$ cat config.mk
export PLATFORM = sky130hd
export DESIGN_NAME = plate_digit_stabilizer
export DESIGN_NICKNAME = d
export VERILOG_FILES = /design/src/rtl/plate_digit_stabilizer.sv
export SDC_FILE = /design/constraint.sdc
export NUM_CORES = 1
export LEC_CHECK = 0
export CORE_ASPECT_RATIO = 0.9
export CORE_UTILIZATION = 40
export CTS_BUF_LIST = sky130_fd_sc_hd__clkbuf_8
export DETAILED_ROUTE_END_ITERATION = 10
export HOLD_SLACK_MARGIN = 0.02
export PLACE_DENSITY = 0.75
export SLEW_MARGIN = 10
export SYNTH_ARGS = -nofsm -noshare
export SYNTH_HDL_FRONTEND = slang
export SYNTH_SLANG_ARGS = --single-unit
$ cat constraint.sdc
create_clock -name clk -period 3 [get_ports clk]
set_input_delay 0.6 -clock clk [delete_from_list [all_inputs] [get_ports clk]]
set_output_delay 0.6 -clock clk [all_outputs]
set_load 0.005 [all_outputs]
$ cat src/rtl/plate_digit_stabilizer.sv
// plate_digit_stabilizer: per-frame temporal filter for recognised plate digits.
// A plate is declared only after the same fully recognised digit word has been
// seen on STABLE_FRAMES consecutive frames. Confirmed plates go into a small
// circular history.
// Optional feature macro: PLATE_STAB_HIST_EN builds the history RAM and its read
// port. Without it, new_plate compares against the last locked plate only.
module plate_digit_stabilizer #(
  parameter int DIGITS        = 6,
  parameter int STABLE_FRAMES = 4,
  parameter int MISS_FRAMES   = 8,
  parameter int HIST_DEPTH    = 8
) (
  input  logic                          clk,
  input  logic                          rst_n,
  input  logic                          frame_vsync,
  input  logic [4*DIGITS-1:0]           digit_in,
  output logic [4*DIGITS-1:0]           stable_digit,
  output logic                          stable_valid,
  output logic                          new_plate,
  output logic                          locked,
  input  logic [$clog2(HIST_DEPTH)-1:0] hist_rd_idx,
  output logic [4*DIGITS-1:0]           hist_rd_data,
  output logic [$clog2(HIST_DEPTH):0]   hist_count
);

  localparam int W  = 4 * DIGITS;
  localparam int PW = $clog2(HIST_DEPTH);
  localparam logic [W-1:0] ONES     = {W{1'b1}};
  localparam logic [3:0]   STABLE_C = 4'(STABLE_FRAMES);
  localparam logic [3:0]   MISS_C   = 4'(MISS_FRAMES);

  typedef enum logic [1:0] {IDLE = 2'd0, TRACK = 2'd1, LOCKED = 2'd2} state_t;

  // A digit word is usable only when every nibble was recognised.
  function automatic logic all_recognised(input logic [W-1:0] w);
    logic ok;
    ok = 1'b1;
    for (int i = 0; i < DIGITS; i++) begin
      if (w[4*i +: 4] == 4'hF) begin
        ok = 1'b0;
      end else begin
        ok = ok;
      end
    end
    return ok;
  endfunction

  state_t         state_q, state_d;
  logic [W-1:0]   cand_q, cand_d;
  logic [3:0]     cnt_q, cnt_d;
  logic [3:0]     miss_q, miss_d;
  logic           vs_q;
  logic           arm_q;      // set once vsync has been seen low since reset
  logic [W-1:0]   stable_digit_q;
  logic           stable_valid_q, new_plate_q, locked_q;
  logic           tick_s, valid_s, lock_s, new_s;

  // arm_q blocks a tick from a vsync that was already high when reset released.
  assign tick_s  = frame_vsync & ~vs_q & arm_q;
  assign valid_s = all_recognised(digit_in);

  // Next-state logic; the FSM only moves on a frame tick.
  always_comb begin
    state_d = state_q;
    cand_d  = cand_q;
    cnt_d   = cnt_q;
    miss_d  = miss_q;
    lock_s  = 1'b0;
    if (tick_s) begin
      case (state_q)
        IDLE: begin
          if (valid_s) begin
            cand_d  = digit_in;
            cnt_d   = 4'd1;
            state_d = TRACK;
          end else begin
            state_d = IDLE;
          end
        end
        TRACK: begin
          if (digit_in == cand_q) begin
            cnt_d = cnt_q + 4'd1;
            if ((cnt_q + 4'd1) == STABLE_C) begin
              lock_s  = 1'b1;
              miss_d  = 4'd0;
              state_d = LOCKED;
            end else begin
              state_d = TRACK;
            end
          end else if (valid_s) begin
            cand_d = digit_in;
            cnt_d  = 4'd1;
          end else begin
            cnt_d   = 4'd0;
            state_d = IDLE;
          end
        end
        LOCKED: begin
          if (digit_in == stable_digit_q) begin
            miss_d = 4'd0;
          end else begin
            miss_d = miss_q + 4'd1;
            if ((miss_q + 4'd1) == MISS_C) begin
              cnt_d   = 4'd0;
              state_d = IDLE;
            end else begin
              state_d = LOCKED;
            end
          end
        end
        default: begin
          state_d = IDLE;
        end
      endcase
    end else begin
      state_d = state_q;
    end
  end

  // FSM state, frame-edge detector and registered lock outputs.
  always_ff @(posedge clk) begin
    if (!rst_n) begin
      state_q        <= IDLE;
      cand_q         <= ONES;
      cnt_q          <= 4'd0;
      miss_q         <= 4'd0;
      vs_q           <= 1'b0;
      arm_q          <= 1'b0;
      stable_digit_q <= ONES;
      stable_valid_q <= 1'b0;
      new_plate_q    <= 1'b0;
      locked_q       <= 1'b0;
    end else begin
      state_q        <= state_d;
      cand_q         <= cand_d;
      cnt_q          <= cnt_d;
      miss_q         <= miss_d;
      vs_q           <= frame_vsync;
      arm_q          <= arm_q | ~frame_vsync;
      stable_digit_q <= lock_s ? cand_q : stable_digit_q;
      stable_valid_q <= lock_s;
      new_plate_q    <= lock_s & new_s;
      locked_q       <= (state_d == LOCKED);
    end
  end

  assign stable_digit = stable_digit_q;
  assign stable_valid = stable_valid_q;
  assign new_plate    = new_plate_q;
  assign locked       = locked_q;

`ifdef PLATE_STAB_HIST_EN
  localparam logic [PW:0]   COUNT_MAX = (PW+1)'(HIST_DEPTH);
  localparam logic [PW:0]   COUNT_ONE = (PW+1)'(1);
  localparam logic [PW-1:0] PTR_ONE   = PW'(1);

  logic [W-1:0]  mem_q [HIST_DEPTH];
  logic [PW-1:0] wr_ptr_q;
  logic [PW:0]   count_q;
  logic [W-1:0]  rd_data_q;
  logic [W-1:0]  newest_s;
  logic          wr_s;

  assign newest_s = mem_q[wr_ptr_q - PTR_ONE];
  assign new_s    = (count_q == {(PW+1){1'b0}}) || (cand_q != newest_s);
  assign wr_s     = lock_s & new_s;

  // History storage; validity is tracked by count_q, so the array needs no reset.
  always_ff @(posedge clk) begin
    if (wr_s) begin
      mem_q[wr_ptr_q] <= cand_q;
    end
  end

  // Write pointer, fill count and registered read port (reads see pre-write data).
  always_ff @(posedge clk) begin
    if (!rst_n) begin
      wr_ptr_q  <= {PW{1'b0}};
      count_q   <= {(PW+1){1'b0}};
      rd_data_q <= ONES;
    end else begin
      if (wr_s) begin
        wr_ptr_q <= wr_ptr_q + PTR_ONE;
        count_q  <= (count_q == COUNT_MAX) ? count_q : count_q + COUNT_ONE;
      end
      if ({1'b0, hist_rd_idx} >= count_q) begin
        rd_data_q <= ONES;
      end else begin
        rd_data_q <= mem_q[wr_ptr_q - PTR_ONE - hist_rd_idx];
      end
    end
  end

  assign hist_rd_data = rd_data_q;
  assign hist_count   = count_q;
`else
  logic unused_idx_s;

  // stable_digit_q only changes on a lock, so it is the last-locked plate.
  assign new_s        = (cand_q != stable_digit_q);
  assign unused_idx_s = ^hist_rd_idx;
  assign hist_rd_data = ONES;
  assign hist_count   = {(PW+1){1'b0}};
`endif

endmodule

# Yosys cells after proc, flatten, opt, wreduce, memory -nomap -nowiden

Index checks and enable logic that the tools add are counted.

Register bits after elaboration: 63
Input port bits: 30
Output and inout port bits: 55
Word-level logic and storage cells: 76

Add/subtract/negate cells: 2
Equality and inequality tests: 20
Muxes and demuxes: 31
Bitwise logic cells: 6
Reduce and logical (&&, ||, !) cells: 7

Operator list:

| cell                                          | number |
|---|---|
| == test 24 bit                                | 2 |
| 2-to-1 mux 24 bit                             | 2 |
| one-hot mux 24 bit (2 select lines)           | 1 |
| == test 4 bit, second input constant          | 7 |
| 2-to-1 mux 4 bit                              | 7 |
| != test 24 bit                                | 1 |
| 2-to-1 mux 1 bit                              | 12 |
| 2-to-1 mux 2 bit                              | 6 |
| != test 2 bit, second input constant          | 6 |
| one-hot mux 4 bit (3 select lines)            | 1 |
| adder 4 x 1 -> 4 bit, second input constant   | 2 |
| one-hot mux 4 bit (2 select lines)            | 1 |
| one-hot mux 2 bit (3 select lines)            | 1 |
| AND reduction 5 bit                           | 1 |
| == test 2 bit, second input constant          | 2 |
| == test 4 x 3 -> 1 bit, second input constant | 1 |
| AND reduction 4 bit                           | 1 |
| nonzero test 2 bit                            | 2 |
| bitwise AND 1 bit                             | 3 |
| AND reduction 3 bit                           | 1 |
| nonzero test 3 bit                            | 1 |
| == test 2 x 1 -> 1 bit, second input constant | 1 |
| logical NOT 2 bit                             | 1 |
| inverter 1 bit                                | 2 |
| OR 1 bit                                      | 1 |

# Depth between registers and ports, before layout

Gate-level depths: netlist of run 1.

Depth after elaboration: 12
Gate-level depth with buffers: 9
Mapped depth without buffers: 8

# Worst setup path before layout of run 1

OpenSTA, ideal clock, no wires.

Kind: input to register
Start point: input port digit_in[10]
End point: register cand_q[10]
Setup time: 129 ps
Data arrival time: 2186 ps
Data required time: 2871 ps
Slack: 685 ps
Stages on the path: 9
Path buffers: 2
Cell sequence: xor2_1 -> nor4_1 -> nand4_1 -> nor3_2 -> or4_1 -> buf_4 -> buf_6 -> mux2i_1 -> nand2_1

Word-level cells in the longest chain between the ends: 8
Elaborated cells on any way between the ends: 11
Those cells by class: eq/ne (3); mux (7); reduce/logical (1)

RTL lines:

| element                             | line   | text |
|---|---|---|
| from (decl)                         | 16     | `input logic [4*DIGITS-1:0] digit_in,` |
| == test 4 bit                       | 39     | `if (w[4*i +: 4] == 4'hF) begin` |
| 2-to-1 mux 1 bit (4 in series)      | 39     |  |
| 2-to-1 mux 24 bit                   | 72, 90 |  |
| 2-to-1 mux 24 bit                   | 81     | `if (digit_in == cand_q) begin` |
| one-hot mux 24 bit (2 select lines) | 70     | `case (state_q)` |
| to (signal assigned)                | 135    | `cand_q <= cand_d;` |
| to (decl)                           | 49     | `logic [W-1:0] cand_q, cand_d;` |

Several ways; a longest one is shown, not always the timed one. The select of a mux whose other input is x is not followed.
A chain may end at the register's enable or synchronous reset.

# Worst setup path after layout of run 1

Start point: input port digit_in[0]
End point: register state_q[1]

Word-level cells in the longest chain between the ends: 11
Elaborated cells on any way between the ends: 14
Those cells by class: eq/ne (3); mux (11)

RTL lines:

| element                              | line | text |
|---|---|---|
| == test 4 bit                        | 39   |  |
| 2-to-1 mux 1 bit (6 in series)       | 39   |  |
| 2-to-1 mux 2 bit                     | 90   | `end else if (valid_s) begin` |
| 2-to-1 mux 2 bit                     | 81   |  |
| one-hot mux 2 bit (3 select lines) * | 70   |  |
| 2-to-1 mux 2 bit *                   | 69   | `if (tick_s) begin` |
| to (signal assigned)                 | 134  | `state_q <= state_d;` |
| to (decl)                            | 48   | `state_t state_q, state_d;` |

Every way passes the cells marked *; elsewhere a longest branch is shown, timed or not.

==> summary.md, run 1 <==
| Metric | Value |
|---|---|
| Outcome | `completed` |
| Routed Antenna Nets | `0` |
| Hold_buf cts | `0` |
| DIE HEIGHT | `92.7 um` |
| Top FF cell, synth | `dfxtp_1` |
| Port bufs | `53` |
| Post-DP HPWL | `6800 um` |
| Crit path to | `state_q[1]` |
| Crit-path cells | `clkdlybuf4s50_1, xor2_1, nor4_1, nand4_1, or2_1, mux2_1, a32oi_1, a21oi_1` |
| TritonRoute pass-1 iters | `4` |
| Yosys reg bits | `63` |
| First-pass GRT wire length | `14700 um` |
| CP Max Fanout | `3` |
| Worst Skew | `0.0144 ns` |
| Worst-margin pin slew | `0.541 ns` |
| Slowest library cell on the worst path | `clkdlybuf4s50_1` |
| Initial antenna violation count | `0` |
| Most common cell after layout, fill and taps aside | `nand2_1` |
| Most frequent cells in the layout | `84 x nand2_1, 63 x dfxtp_1, 53 x clkdlybuf4s50_1, 40 x xor2_1, 32 x xnor2_1` |
| Post-route worst setup slack | `0.320 ns` |
| Seq/Total Area, Yosys | `0.345` |
| Number of global-route vias before repair | `2948` |
| Latest clock arrival within the worst-skew pair | `0.36 ns` |
| DRC marker count from the first detailed-route iteration | `185` |
| Critical setup path kind | `in2reg` |
| Post-DP Area | `4300 sq um` |
| Area delta synth->final | `22.9%` |
| Nets | `535` |
| I/O pin total | `85` |
| Relative slew margins | `0.639` |
| # clock sinks | `63` |
| Num CTS Buffers | `9` |
| Gr usage total | `0.204` |
| Post-Route WL | `9090 um` |
| Period utilization | `0.893` |
| Syn_area_per_cell | `8.46 sq um` |
| # setup viols final | `0` |
| Arr. time, crit path | `2.90 ns` |
| Type of origin of the critical path | `input port` |
| Crit path from | `digit_in[0]` |
| Fin. Hold Viols | `0` |
| CTS H-tree depth | `3` |
| Leakage | `1.93 nW` |
| Row count | `32` |
| N_diodes | `0` |
| Crit end category | `register` |
| Via count | `3145` |
| Root buffer cell | `clkbuf_8` |
| Core Area | `8730 sq um` |
| Share of layout cells above drive strength 1 | `0.0815` |
| Min Tclk post-route | `2.68 ns` |
| Drt drc | `0` |
| VDD IR max | `0.176 mV` |
| CTS Buffer Depth | `2` |
| Synthesized area | `3660 sq um` |
| WP data required | `3.22 ns` |
| FF-to-FF End | `state_q[1]` |
| Hold crit path type | `reg2reg` |
| Design area | `4490 sq um` |
| GP Congestion | `0.899` |
| CTS tree | `built` |
| Yosys warns | `0` |
| Dpl ws | `-0.0415 ns` |
| Max Slew Vio Count | `0` |
| Die area | `9530 sq um` |
| FILL cells | `838` |
| Cells on worst reg2reg path | `7` |
| Via-to-Cell Ratio | `5.06` |
| Grt ovf | `0` |
| Clk slew on worst S/H paths | `0.07 ns` |
| R2r setup slk | `0.65 ns` |
| Post-CTS Resized | `0` |
| Number of flops mapped to enable cells by yosys | `0` |
| WL/cell | `14.6 um` |
| Largest net degree at the start of global routing | `53` |
| Max-capacitance violation count | `0` |
| Netlist cell types | `43` |
| RSZ-0062 raised after global routing | `false` |
| Worst R2R Start | `cand_q[0]` |
| Power Dens Cells | `407 nW/um^2` |
| Horiz. Die Dim | `103 um` |
| Initial Util | `0.419` |
| Fmax | `373 MHz` |
| CP peak stage delay | `0.46 ns` |
| Synth async-reset ratio | `0` |
| # Post-CTS Setup Buffers | `0` |
| Cells after synthesis | `432` |
## Yosys cell counts, types with 2 or more instances
cell      number  area [sq um]
nand2_1       84           315
dfxtp_1       63          1260
xor2_1        40           350
xnor2_1       32           280
buf_4         29           218
nand3_1       28           140
mux2i_1       25           250
nand4_1       18           113
nor4_1        14          87.6
inv_1         13          48.8
nor2_1        12          45.0
a21oi_1       10          50.1
clkbuf_1       8          30.0
ha_1           7          87.6
nor3_1         5          25.0
buf_2          3          15.0
o21a_1         3          22.5
or3_1          3          18.8
a211o_1        2          17.5
a21boi_1       2          15.0
and3_1         2          12.5
buf_6          2          22.5
conb_1         2          7.51
mux2_2         2          22.5
nand3b_1       2          15.0
o211ai_2       2          25.0
or2_2          2          12.5
or4_1          2          15.0
## area by class of cell
class                           instances  area (sq um)  share of cell area
Sequential cell                        63          1260               0.281
Clock buffer                           10           138              0.0306
Clock inverter                          6          61.3              0.0136
Tap cell                              119           149              0.0331
Timing Repair Buffer                   71           678               0.151
Inverter                               13          48.8              0.0109
Multi-Input combinational cell        340          2160               0.480
## where the power goes
part           switching (mW)  internal (mW)  total, mW
combinational           0.116          0.101      0.218
clock                   0.340          0.401      0.741
sequential             0.0186          0.851      0.869
## stage by stage
step | instances | power [mW] | utilization | hold slack (ns) | TNS (ns)
finish | 622 | 1.83 | 0.515 | 0.451 | 0
CTS | 622 | 1.84 | 0.515 | 0.452 | 0
global route | 622 | 1.90 | 0.515 | 0.493 | 0
detailed placement | 606 | 1.10 | 0.492 | 0.442 | -0.306
floorplan | 458 | 1.03 | - | 0.430 | 0
global placement | 606 | 1.10 | 0.492 | 0.439 | 0
## critical path, delay by kind of cell
family,cells,cell delay [ns]
AND/OR/NAND/NOR,3,0.94
buffers and inverters,1,0.46
AO/OA/AOI/OAI,2,0.38
multiplexers,1,0.33
XOR/XNOR,1,0.18
## cell families (layout without fill, tap and decap cells)
| family | Yosys count | after routing | share of synthesized area |
|---|---|---|---|
| and+or+nand+nor | 179 | 179 | 0.238 |
| xor gates and xnor gates | 72 | 72 | 0.172 |
| DFF | 63 | 63 | 0.345 |
| buffers and inverters | 55 | 100 | 0.0914 |
| muxes | 28 | 28 | 0.0777 |
| AOI/OAI and AO/OA | 26 | 26 | 0.0496 |
| adders and majority gates | 7 | 7 | 0.0240 |
| other | 2 | 28 | 0.00205 |
## worst min-delay path by stage
stage | from | endpoint | slack (ns) | cells after the start
after floorplan | arm_q | arm_q | 0.43 | 2
after global placement | arm_q | arm_q | 0.44 | 2
after CTS | arm_q | arm_q | 0.45 | 2
final | arm_q | arm_q | 0.45 | 2
after global routing | arm_q | arm_q | 0.49 | 2
after detailed placement | arm_q | arm_q | 0.44 | 2
## metal layers
layer  part of all wire  global-route usage
met4              0.023              0.0951
met3              0.048              0.0287
met2               0.45               0.303
met5                  0                   0
met1               0.48               0.288
## state kept, by name, summed over array words and instances, names as in the netlist
signal        count
arm_q             1
cand_q           24
cnt_q             4
locked            1
miss_q            4
new_plate         1
stable_digit     24
stable_valid      1
state_q           2
vs_q              1
Power figures use the tool's default switching activity.
==> inputs of run 2 (changes only) <==
- CORE_MARGIN: unset -> 3
- REMOVE_ABC_BUFFERS: unset -> 1
- SLEW_MARGIN: 10 -> 20
==> run 2 against run 1 <==
Compared with the run above:
- cell area rose by 1.4%
- sequential share of layout area fell by 0.39 points
- wire length rose by 1.3%
- die area grew 8.4%
- worst setup slack lost 0.016 ns
- clock power rose by 13%
- cell count rose by 0.80%
- critical endpoint is now stable_digit[19]
- largest cell class unchanged
==> summary.md, run 2 (synthesized netlist as in run 1, its figures left out) <==
| Metric | Value |
|---|---|
| N_diodes | `0 (unchanged)` |
| CTS H-tree depth | `3 (unchanged)` |
| Max-capacitance violation count | `0 (unchanged)` |
| Psw | `464 uW (-2.2%)` |
| Hold crit path type | `reg2reg` |
| Clk pwr share | `0.434 (+0.028)` |
| Initial Util | `0.419 (unchanged)` |
| WL/cell | `14.7 um (+0.47%)` |
| FILL cells | `823 (-1.8%)` |
| Horiz. Die Dim | `107 um (+3.9%)` |
| Core Area | `8730 sq um (unchanged)` |
| Post-CTS Resized | `0 (unchanged)` |
| Max Slew Vio Count | `0 (unchanged)` |
| WP data required | `3.29 ns (+0.07 ns)` |
| Die area | `10300 sq um (+8.4%)` |
| Via-to-Cell Ratio | `5.07 (+0.21%)` |
| Relative slew margins | `0.648 (+0.00877)` |
| Internal Power | `1.46 mW (+7.9%)` |
| Combinational share of power | `0.115 (-0.004)` |
| RSZ-0062 raised after global routing | `false` |
| Gr usage total | `0.182 (-0.0223)` |
| Clk slew on worst S/H paths | `0.07 ns (about the same)` |
| Leakage | `1.99 nW (+2.7%)` |
| First-pass GRT wire length | `15000 um (+1.8%)` |
| Crit end category | `register` |
| Number of global-route vias before repair | `3073 (+4.2%)` |
| DP Cell Count | `611 (+0.83%)` |
| Dpl ws | `-0.0478 ns (-0.00623 ns)` |
| Via count | `3177 (+1.0%)` |
| Min Tclk post-route | `2.70 ns (+0.0159 ns)` |
| DIE HEIGHT | `96.7 um (+4.3%)` |
| Type of origin of the critical path | `input port` |
| Share of layout cells above drive strength 1 | `0.0886 (+0.00707)` |
| Power Dens Cells | `422 nW/um^2 (+3.8%)` |
| Fin. Hold Viols | `0 (unchanged)` |
| VDD IR max | `0.190 mV (+8.1%)` |
| Post-route insts no fill | `627 (+0.80%)` |
| Latest clock arrival within the worst-skew pair | `0.35 ns (about the same)` |
| Switch share | `0.241 (-0.0186)` |
| I/O pin total | `85 (unchanged)` |
| Total power | `1.93 mW (+5.3%)` |
| Post-route worst setup slack | `0.304 ns (-0.0159 ns)` |
| Routed Antenna Nets | `0 (unchanged)` |
| Outcome | `completed` |
| DRC marker count from the first detailed-route iteration | `199 (+7.6%)` |
| Row count | `32 (unchanged)` |
| CTS Buffer Depth | `2 (unchanged)` |
| # setup viols final | `0 (unchanged)` |
| Worst-margin pin slew | `0.528 ns (-0.0132 ns)` |
| Sequential Power Share | `0.451 (-0.024)` |
| Critical setup path kind | `in2reg` |
| Initial antenna violation count | `0 (unchanged)` |
| CP Max Fanout | `24 (+21)` |
| Hold_buf cts | `0 (unchanged)` |
| # Post-CTS Setup Buffers | `0 (unchanged)` |
| # clock sinks | `63 (unchanged)` |
| Arr. time, crit path | `2.98 ns (+0.08 ns)` |
| TritonRoute pass-1 iters | `4 (unchanged)` |
| Root buffer cell | `clkbuf_8` |
| Grt ovf | `0 (unchanged)` |
| Drt drc | `0 (unchanged)` |
| Post-DP HPWL | `6900 um (+1.5%)` |
| Most common cell after layout, fill and taps aside | `nand2_1` |
| Area delta synth->final | `24.6%` |
| Fmax | `371 MHz (-0.59%)` |
| Nets | `540 (+0.93%)` |
| CTS tree | `built` |
| GP Congestion | `0.893 (-0.57%)` |
| Post-Route WL | `9200 um (+1.3%)` |
| Largest net degree at the start of global routing | `53 (unchanged)` |
| Hold depth | `2 (unchanged)` |
| Port bufs | `53 (unchanged)` |
| Num CTS Buffers | `9 (unchanged)` |
| Period utilization | `0.899 (+0.00530)` |
| Worst Skew | `0.0107 ns (-0.00366 ns)` |
| Cells on worst reg2reg path | `8 (+1)` |
| Most frequent cells in the layout | `84 x nand2_1, 63 x dfxtp_1, 53 x clkdlybuf4s50_1, 40 x xor2_1, 32 x xnor2_1` |
run 2: per-stage QoR:
| step | cell area (sq um) | setup TNS, ns | utilization | hold slack [ns] |
|---|---|---|---|---|
| final | 4560 | 0 | 0.522 | 0.453 |
| after global routing | 4560 | 0 | 0.522 | 0.482 |
| after CTS | 4560 | 0 | 0.522 | 0.458 |
| after detailed placement | 4330 | -0.805 | 0.496 | 0.448 |
| after global placement | 4330 | -0.00487 | 0.496 | 0.436 |
| after floorplan | 3470 | 0 | - | 0.430 |
run 2: routing by layer:
| layer | routed length (um) | vias to the layer above | global-route usage |
|---|---|---|---|
| met5 | 0 | - | 0 |
| met4 | 223 | 0 | 0.0836 |
| met3 | 622 | 17 | 0.0420 |
| met2 | 4070 | 105 | 0.275 |
| met1 | 4290 | 1507 | 0.245 |
| li1 | - | 1548 | - |
run 2: layout make-up:
| type | instances | area (sq um) | share of cell area |
|---|---|---|---|
| Multi-Input combinational cell | 340 | 2160 | 0.474 |
| Sequential cell | 63 | 1260 | 0.277 |
| Timing Repair Buffer | 76 | 716 | 0.157 |
| Clock buffer | 11 | 151 | 0.0332 |
| Tap cell | 119 | 149 | 0.0327 |
| Clock inverter | 5 | 72.6 | 0.0159 |
| Inverter | 13 | 48.8 | 0.0107 |
run 2: power groups by stage:
stage / sequential (mW) / clock (mW) / combinational [mW]
CTS: 0.869 / 0.843 / 0.219
finish: 0.869 / 0.835 / 0.221
global route: 0.871 / 0.886 / 0.239
detailed placement: 0.888 / 0 / 0.217
floorplan: 0.884 / 0 / 0.110
global placement: 0.886 / 0 / 0.214
run 2: worst paths after layout:
path           startpoint                to  slack [ns]
min                 arm_q             arm_q        0.45
max          digit_in[18]  stable_digit[19]        0.30
max reg2reg      cnt_q[0]  stable_digit[19]        0.68
min reg2reg         arm_q             arm_q        0.45
run 2: critical path: stages:
cell and delay (ns):
clkdlybuf4s50_1 0.53, xor2_1 0.19, nor4_1 0.35, nand4_1 0.22, buf_4 0.20, nor4_4 0.33
buf_4 0.37, nand2_1 0.10, nand3_1 0.08
==> inputs of run 3 (changes only) <==
- GPL_ROUTABILITY_DRIVEN: unset -> 0
- GPL_TIMING_DRIVEN: unset -> 0
==> run 3 against run 2 <==
Compared with the run above:
- wire length rose by 1.1%
- clock-buffer cell count unchanged
- die area unchanged
- power is 4.9% lower
- first-iteration DRC count rose by 27%
- worst setup slack got worse by 0.13 ns
- clock power decreased by 11%
- highest routed layer unchanged
- critical path depth is 1 lower
- clock skew grew 0.0040 ns
- worst hold slack better by 0.0057 ns
- critical path type unchanged
==> summary.md, run 3 (synthesized netlist as in run 1, its figures left out) <==
| Metric | Value |
|---|---|
| Outcome | `completed` |
| Arr. time, crit path | `3.06 ns (+0.08 ns)` |
| Latest clock arrival within the worst-skew pair | `0.34 ns (about the same)` |
| WP data required | `3.24 ns (-0.05 ns)` |
| Via-to-Cell Ratio | `5.10 (+0.72%)` |
| Dpl ws | `-1.05 ns (-0.998 ns)` |
| I/O pin total | `85 (unchanged)` |
| Post-route worst setup slack | `0.172 ns (-0.132 ns)` |
| Fmax | `354 MHz (-4.7%)` |
| VDD IR max | `0.169 mV (-11%)` |
| Via count | `3113 (-2.0%)` |
| Min Tclk post-route | `2.83 ns (+0.132 ns)` |
| Worst R2R Start | `cnt_q[0]` |
| Hold Startpoint | `arm_q` |
| Type of origin of the critical path | `input port` |
| Most common cell after layout, fill and taps aside | `nand2_1` |
| Core Area | `8730 sq um (unchanged)` |
| Max-capacitance violation count | `0 (unchanged)` |
| Nets | `524 (-3.0%)` |
| Fin Setup TNS | `0 ns (unchanged)` |
| Routed Antenna Nets | `0 (unchanged)` |
| # setup viols final | `0 (unchanged)` |
| Cell family with most CP delay | `simple AND/OR/NAND/NOR gates` |
| Grt ovf | `0 (unchanged)` |
| RSZ-0062 raised after global routing | `false` |
| Period utilization | `0.943 (+0.0441)` |
| Worst Skew | `0.0147 ns (+0.00398 ns)` |
| FILL cells | `833 (+1.2%)` |
| Crit path buffers/inverters | `2 (-1)` |
| Post-DP HPWL | `6760 um (-2.1%)` |
| Gr usage total | `0.184 (+0.00293)` |
| Fin. Hold Viols | `0 (unchanged)` |
| Port bufs | `53 (unchanged)` |
| # clock sinks | `63 (unchanged)` |
| Relative slew margins | `0.506 (-0.142)` |
| Initial Util | `0.419 (unchanged)` |
| Crit-path cells | `clkdlybuf4s50_1, xor2_1, nor4_2, nand4_1, buf_4, nor3_4, nand3_4, nor3_1` |
| Share of layout cells above drive strength 1 | `0.0713 (-0.0173)` |
| Drt drc | `0 (unchanged)` |
| Initial antenna violation count | `0 (unchanged)` |
| Crit path from | `digit_in[15]` |
| Area of the multi-input gates | `2210 sq um (+2.4%)` |
| Crit end category | `register` |
| Number of global-route vias before repair | `3066 (-0.23%)` |
| Horiz. Die Dim | `107 um (unchanged)` |
| CTS Buffer Depth | `2 (unchanged)` |
| WL/cell | `15.3 um (+4.0%)` |
| First-pass GRT wire length | `15100 um (+1.2%)` |
| Die area | `10300 sq um (unchanged)` |
| Worst-margin pin slew | `0.735 ns (+0.207 ns)` |
| Root buffer cell | `clkbuf_8` |
| TritonRoute pass-1 iters | `4 (unchanged)` |
| Leakage | `1.91 nW (-4.0%)` |
| Slowest library cell on the worst path | `clkdlybuf4s50_1` |
| Max Slew Vio Count | `0 (unchanged)` |
| CP peak stage delay | `0.51 ns (-0.02 ns)` |
| Most frequent cells in the layout | `84 x nand2_1, 63 x dfxtp_1, 52 x clkdlybuf4s50_1, 40 x xor2_1, 32 x xnor2_1` |
| Num CTS Buffers | `9 (unchanged)` |
| CTS tree | `built` |
| Post-Route WL | `9310 um (+1.1%)` |
| Hold_buf cts | `0 (unchanged)` |
| Clk slew on worst S/H paths | `0.06 ns (about the same)` |
| Power Dens Cells | `411 nW/um^2 (-2.8%)` |
| DIE HEIGHT | `96.7 um (unchanged)` |
| Hold crit path type | `reg2reg` |
| Row count | `32 (unchanged)` |
| Largest net degree at the start of global routing | `44 (-17%)` |
| Critical setup path kind | `in2reg` |
| Register Area | `1260 sq um (unchanged)` |
| N_diodes | `0 (unchanged)` |
| CTS H-tree depth | `3 (unchanged)` |
| Area delta synth->final | `21.9%` |
| DRC marker count from the first detailed-route iteration | `252 (+27%)` |
| CP Max Fanout | `26 (+8.3%)` |
run 3: changes by cell type in the layout (fill, tap and decap cells not counted), sizes merged:
cell           change
buf               -16
bufinv             -1
clkdlybuf4s50      -1
clkinvlp           +1
inv                -1
or4                +1
run 3: through the flow:
stage                     instance area [sq um]  power, mW  utilization  hold slack, ns  cells
after floorplan                            3470      0.994            -           0.430    416
after global placement                     4150       1.09        0.475           0.437    588
after detailed placement                   4190       1.09        0.480           0.450    591
after CTS                                  4420       1.83        0.507           0.460    608
after global routing                       4460       1.89        0.511           0.488    610
final                                      4460       1.83        0.511           0.459    610
run 3: path summary, 6_finish.rpt:
path,slack [ns],to,cells after the start
worst max-delay path,0.17,new_plate,8
worst min-delay path,0.46,arm_q,2
worst max register to register,0.27,miss_q[0],9
worst min register to register,0.46,arm_q,2
run 3: final cells by class:
class,instances,share of cell area
multi-input cells,341,0.496
flip-flops and latches,63,0.283
repair buffers,59,0.132
clock buffers,11,0.0340
well taps,119,0.0334
inverters,13,0.0109
clock inverters,4,0.0104
run 3: layer usage:
| metal | wire, um | up-vias | GRT usage |
|---|---|---|---|
| li1 | - | 1526 | - |
| met1 | 4100 | 1455 | 0.240 |
| met2 | 4360 | 119 | 0.290 |
| met3 | 722 | 13 | 0.0467 |
| met4 | 126 | 0 | 0.0767 |
| met5 | 0 | - | 0 |
run 3: worst min-delay path, stage by stage, from the launching register on:
cell and delay [ns]:
dfxtp_1 0.31, inv_1 0.05, a21oi_1 0.06
run 3: repair_timing:
action,in CTS,in global routing
gates resized for setup,5,3
pin swaps,3,3
gates cloned,1,0
setup buffers,1,2
endpoints found under the setup margin,54,59
run 3: where the power goes:
part	internal [mW]	total, mW	switching [mW]
clock	0.420	0.746	0.326
combinational	0.0957	0.216	0.120
sequential	0.851	0.869	0.0179
